File: config.mk
export PLATFORM = sky130hd
export DESIGN_NAME = operand_fetch
export DESIGN_NICKNAME = d
export VERILOG_FILES = /design/src/rtl/operand_fetch.sv
export SDC_FILE = /design/constraint.sdc
export NUM_CORES = 1
export LEC_CHECK = 0
export CAP_MARGIN = 10
export CORE_MARGIN = 2
export CORE_UTILIZATION = 35
export CTS_CLUSTER_SIZE = 28
export DETAILED_ROUTE_END_ITERATION = 16
export GPL_TIMING_DRIVEN = 0
export PLACE_DENSITY_LB_ADDON = 0.05
export SYNTH_ARGS = -nofsm -noshare
export SYNTH_HDL_FRONTEND = slang
export SYNTH_SLANG_ARGS = --single-unit
File: constraint.sdc
create_clock -name clk -period 1.5 [get_ports clk]
set_input_delay 0.15 -clock clk [delete_from_list [all_inputs] [get_ports clk]]
set_output_delay 0.15 -clock clk [all_outputs]
set_load 0.1 [all_outputs]
File: src/rtl/operand_fetch.sv
// Operand-fetch stage: 8x16 register file, A/B operand registers, B-path shifter and ALU operand muxes.
// Build option: define OPF_WRITE_BYPASS_EN to let a same-cycle write to the read index flow straight into A/B.
module operand_fetch #(
   parameter int DATA_W = 16,
   parameter int NREGS  = 8
) (
   input  logic              clk,
   input  logic              reset_n,
   input  logic              write,
   input  logic [2:0]        writenum,
   input  logic              vsel,
   input  logic [DATA_W-1:0] datapath_in,
   input  logic [DATA_W-1:0] C_in,
   input  logic [2:0]        readnum,
   input  logic              loada,
   input  logic              loadb,
   input  logic [1:0]        shift,
   input  logic              asel,
   input  logic              bsel,
   input  logic [DATA_W-1:0] sximm5,
   output logic [DATA_W-1:0] Ain,
   output logic [DATA_W-1:0] Bin,
   output logic              ops_valid
);

   logic [DATA_W-1:0] regs [NREGS];
   logic [DATA_W-1:0] write_data;
   logic [DATA_W-1:0] read_data;
   logic [DATA_W-1:0] load_data;
   logic [DATA_W-1:0] a_reg;
   logic [DATA_W-1:0] b_reg;
   logic [DATA_W-1:0] b_shifted;
   logic              a_ld;
   logic              b_ld;

   assign write_data = vsel ? datapath_in : C_in;
   assign read_data  = regs[readnum];

`ifdef OPF_WRITE_BYPASS_EN
   // Write-through: a load from the index being written sees the new value this edge.
   assign load_data = (write && (writenum == readnum)) ? write_data : read_data;
`else
   assign load_data = read_data;
`endif

   always_ff @(posedge clk or negedge reset_n) begin
      if (!reset_n) begin
         for (int i = 0; i < NREGS; i++) begin
            regs[i] <= '0;
         end
      end else if (write) begin
         regs[writenum] <= write_data;
      end
   end

   // a_ld/b_ld are sticky: once an operand has been captured it stays valid until reset.
   always_ff @(posedge clk or negedge reset_n) begin
      if (!reset_n) begin
         a_reg <= '0;
         b_reg <= '0;
         a_ld  <= 1'b0;
         b_ld  <= 1'b0;
      end else begin
         if (loada) begin
            a_reg <= load_data;
            a_ld  <= 1'b1;
         end
         if (loadb) begin
            b_reg <= load_data;
            b_ld  <= 1'b1;
         end
      end
   end

   always_comb begin
      b_shifted = b_reg;
      case (shift)
         2'b00: b_shifted = b_reg;
         2'b01: b_shifted = {b_reg[DATA_W-2:0], 1'b0};
         2'b10: b_shifted = {1'b0, b_reg[DATA_W-1:1]};
         2'b11: b_shifted = {b_reg[DATA_W-1], b_reg[DATA_W-1:1]};
         default: b_shifted = b_reg;
      endcase
   end

   assign Ain       = asel ? '0 : a_reg;
   assign Bin       = bsel ? sximm5 : b_shifted;
   assign ops_valid = a_ld & b_ld;

endmodule
### After elaboration in Yosys (flattened, before gate mapping)

Index checks and enable logic that the tools add are counted.

* order comparisons: 3
* reduce and logical (&&, ||, !) cells: 2
* mux-type cells: 10
* bitwise logic cells: 3
* eq/ne operators: 3

Operator list (count)
* bitwise mux 128 bit: 1
* 2-to-1 mux 16 bit: 6
* case mux 16 bit (4 select lines): 1
* binary-select mux 16 bit (select 3 bit): 1
* demux 16 bit (select 3 bit): 1
* >= comparator 4 bit, second input constant: 2
* inverter 3 -> 4 bit: 2
* equality test 2 bit, second input constant: 2
* less-than comparator 4 x 1 -> 1 bit, second input constant: 1
* equality test 2 x 1 -> 1 bit, second input constant: 1
* logical NOT 2 bit: 1
* bitwise AND 1 bit: 1
* logical AND 1 bit: 1

* flip-flop bits (word level): 162
* word-level logic and storage cells: 33
* output and inout bits: 33

### Longest topological paths before layout

* depth in word-level cells: 6
* gate-level depth with buffers: 5
* mapped depth without buffers: 3

### Worst setup path before layout

No wires, ideal clock.

* path type: in2out
* start: input port shift[0]
* end: output port Bin[15]
* arrival time: 2.838 ns
* stages on the path: 5
* buffers on the path: 2
* slack: -1.488 ns
* cells stage by stage: buf_2 buf_4 nor2_1 a22oi_1 o21ai_0

* word-level cells in the longest chain between the ends: 3
* elaborated cells between the ends (all ways): 6
* those cells by class: eq/ne: 3; mux: 2; reduce/logical: 1

Ends and longest elaborated chain
* from (decl): RTL line 17 `input logic [1:0] shift,`
* equality test 2 bit, or another cell as far along: RTL line 77 `case (shift)`
* case mux 16 bit (4 select lines) *: RTL line 77
* 2-to-1 mux 16 bit *: RTL line 87 `assign Bin = bsel ? sximm5 : b_shifted;`
* to (decl): RTL line 22 `output logic [DATA_W-1:0] Bin,`

Mark *: on every way between the ends. The rest lies on a longest branch, timed or not.

### Final worst setup path

* start: register b_reg[5]
* end: output port Bin[6]

* word-level cells in the longest chain between the ends: 2

Ends and longest elaborated chain
* from (decl): RTL line 31 `logic [DATA_W-1:0] b_reg;`
* from (signal assigned): RTL line 69 `b_reg <= load_data;`
* case mux 16 bit (4 select lines): RTL line 77
* 2-to-1 mux 16 bit: RTL line 87

Every way passes these cells.

==> impl_metrics.yaml <==
run_status:
  status: "finished with violations"
  violations: "setup timing"
critical_path:
  worstReg2RegEnd: "b_reg[7]$_DFFE_PN0P_"
  path_class: "register to output pin"
  worstReg2RegStart: "regs[39]$_DFFE_PN0P_"
  crit_required_ns: 1.35
  start_kind: "register"
  crit_path_end_kind: "output pin"
  reg2reg_depth: 3
  r2r_slack_ns: 0.25
  critPathMaxFanout: 4
  cp.arrival_ns: 1.56
hold_path:
  min_path_type: "input port to register"
  min_path_cells: 2
  min_from: "loada"
  min_to: "a_ld$_DFFE_PN0P_"
sta:
  hold_violations: 0
  finalCriticalPeriod_ns: 1.71
  setup_viol_count_final: 16
  tns_ns: -2.82
  post-route-period-util_pct: 114
  setup_slack_ns: -0.209
  holdWs_ns: 0.312
  timing.fmax_mhz: 585
  drv_slew: 0
  relSlewSlack_pct: 40.5
  rsz0062_at_grt: "yes"
  finClkSkew_ns: 0.00946
  tightest_slew_ns: 0.868
logic_synthesis:
  syn-num-nets: 811
  yosysMostFrequentCell: "dfrtp_1"
  yosysTopAreaCell: "dfrtp_1"
  synth_area_um2: 7660
  ys_warn_count: 0
  yosysTopAreaCellShare_pct: 52.9
  synthCells: 747
  synth_cell_type_count: 31
  synth.ff_latch_count: 162
  syn_avg_cell_area_um2: 10.3
  ys.flop_type: "dfrtp_1"
  synth_common_cells: "dfrtp_1, nand2_1, o21ai_0"
  async_flop_share_pct: 100
  ys_seq_area_share_pct: 52.9
  synth-edff-count: 0
  ys_top_cells_by_area: "dfrtp_1, mux2i_1, nand2_1"
cts:
  clock_latency_ns: 0.43
  htreeDepth: 4
  cts-root-buf: "clkbuf_16"
  clkSlewWorstSetupHoldPaths_ns: 0.07
  cts_buffer_depth: 2
  cts.sinks: 162
  cts_buffers: 17
  tritoncts: "yes"
routing:
  vias: 6013
  antenna_left: 0
  dr.pass1.iters: 4
  drt_iter0_drc: 381
  drt_wl_total_mm: 21.8
  viasPerCell: 5.16
  wl_per_cell_um: 18.7
  drc: 0
floorplan:
  core.rowCount: 54
  dieArea_um2: 23100
  pin_count: 97
  die_x_um: 152
  fp.dieH_um: 152
  coreArea_um2: 21700
  initial_core_util_pct: 35.3
place:
  placed_cells: 1120
  place_congestion: 0.818
  dpl.hpwl_mm: 16.0
  portBuffers: 92
global_routing:
  grt_pass1_vias: 6048
  grt_usage_pct: 19.3
  antenna_found_initial: 0
  grt_max_degree: 85
  grt_pass1_wl_mm: 34.5
  grt-ovfl-total: 0
job:
  drv_cap: 0
power_and_ir_drop:
  worst_ir_drop_vdd_mv: 0.855
  seqPwrFrac_pct: 41.7
  p_sw_share_pct: 32.6
  combPwrFrac_pct: 26.0
  power_leakage_nw: 4.46
  switching_power_mw: 4.48
  pwr-share-clk_pct: 32.3
  internal_power_mw: 9.26
  p_per_area_nw_per_um2: 1380
finish:
  areaGrowthSynthToFinish_pct: 29.6
  diodes: 0
  n_fill_cell: 2035
  fin_cells: 1166
  largest_reg_flops: 128
  layout-drive-gt1-share_pct: 19.6
  fin_nets: 937
[metal layers]
| layer | track usage, % | routed length (µm) | vias to the layer above |
|---|---|---|---|
| met2 | 31.8 | 10600 | 130 |
| met4 | 5.87 | 363 | 0 |
| met1 | 25.9 | 10000 | 2998 |
| met3 | 3.57 | 782 | 22 |
| li1 | - | - | 2863 |
| met5 | 0 | 0 | - |
[cell type report]
type | instances | area [µm²] | area share [%]
Timing Repair Buffer | 107 | 1160 | 11.7
Sequential cell | 162 | 4060 | 40.9
Inverter | 2 | 7.51 | 0.0756
Tap cell | 280 | 350 | 3.53
Buffer | 56 | 378 | 3.81
Multi-Input combinational cell | 527 | 3370 | 33.9
Clock inverter | 13 | 151 | 1.52
Clock buffer | 19 | 453 | 4.56
[logic make-up after synthesis]
kind of cell           share of synthesized area, %
DFF                                            52.9
and+or+nand+nor                                11.6
AOI/OAI and AO/OA                              15.9
buffers and inverters                          4.54
muxes                                          15.1
[repair_timing]
| action | in CTS | in global routing |
|---|---|---|
| endpoints found under the hold margin | 83 | 0 |
| gates resized for setup | 266 | 36 |
| cloned | 0 | 0 |
| buffers inserted | 5 | 8 |
| hold buffers | 1 | 0 |
| endpoints found under the setup margin | 64 | 75 |
[how the worst max path moves through the flow]
stage,from,to,slack [ns],cells after the start
after floorplan,asel,Ain[10],-0.33,2
after global placement,reset_n,a_reg[6]$_DFFE_PN0P_,-6.13,1
after detailed placement,shift[1],Bin[1],-1.23,6
after CTS,b_reg[5]$_DFFE_PN0P_,Bin[6],-0.23,4
after global routing,b_reg[9]$_DFFE_PN0P_,Bin[10],-0.27,4
final,b_reg[5]$_DFFE_PN0P_,Bin[6],-0.21,4
[stage by stage]
stage,power (mW),cell area (µm²),setup WS (ns),util (%)
6_report,13.7,9930,-0.209,45.8
2_1_floorplan,8.07,7690,-0.333,-
3_5_place_dp,9.12,8990,-1.23,41.5
5_1_grt,14.5,9930,-0.274,45.8
4_1_cts,13.7,9790,-0.225,45.1
3_3_place_gp,8.99,8960,-6.13,41.3
[power by group through the flow]
stage | Sequential, mW | Clock, mW | Combinational, mW
after floorplan | 5.66 | 0 | 2.41
after global routing | 5.85 | 4.72 | 3.89
after detailed placement | 5.81 | 0 | 3.30
after CTS | 5.73 | 4.52 | 3.50
after global placement | 5.77 | 0 | 3.22
final | 5.73 | 4.44 | 3.57
[placed cells by master (no fill, tap or decap), types with 3 or more instances in the layout]
master / instances
o22ai_1: 16
clkbuf_4: 7
nor2b_1: 11
clkbuf_8: 3
buf_8: 4
dfrtp_1: 160
mux2i_1: 61
nor2_1: 64
clkbuf_16: 17
buf_2: 11
clkinvlp_4: 3
nor2b_2: 6
a21oi_1: 64
o31ai_1: 32
mux2_1: 19
clkbuf_1: 11
buf_4: 33
a22o_1: 16
buf_12: 15
nand4b_1: 3
buf_6: 7
clkdlybuf4s50_1: 54
clkbuf_2: 14
clkinv_4: 4
nand2_1: 113
mux2_2: 17
mux2_4: 11
o21ai_0: 71
o21ai_1: 7
[worst max-delay path, cell delays in order (launching register included)]
cell	delay (ns)
dfrtp_2	0.45
mux2i_1	0.15
o21ai_1	0.07
mux2_4	0.28
buf_12	0.17
Note: power is estimated with default switching activity, not from simulation.
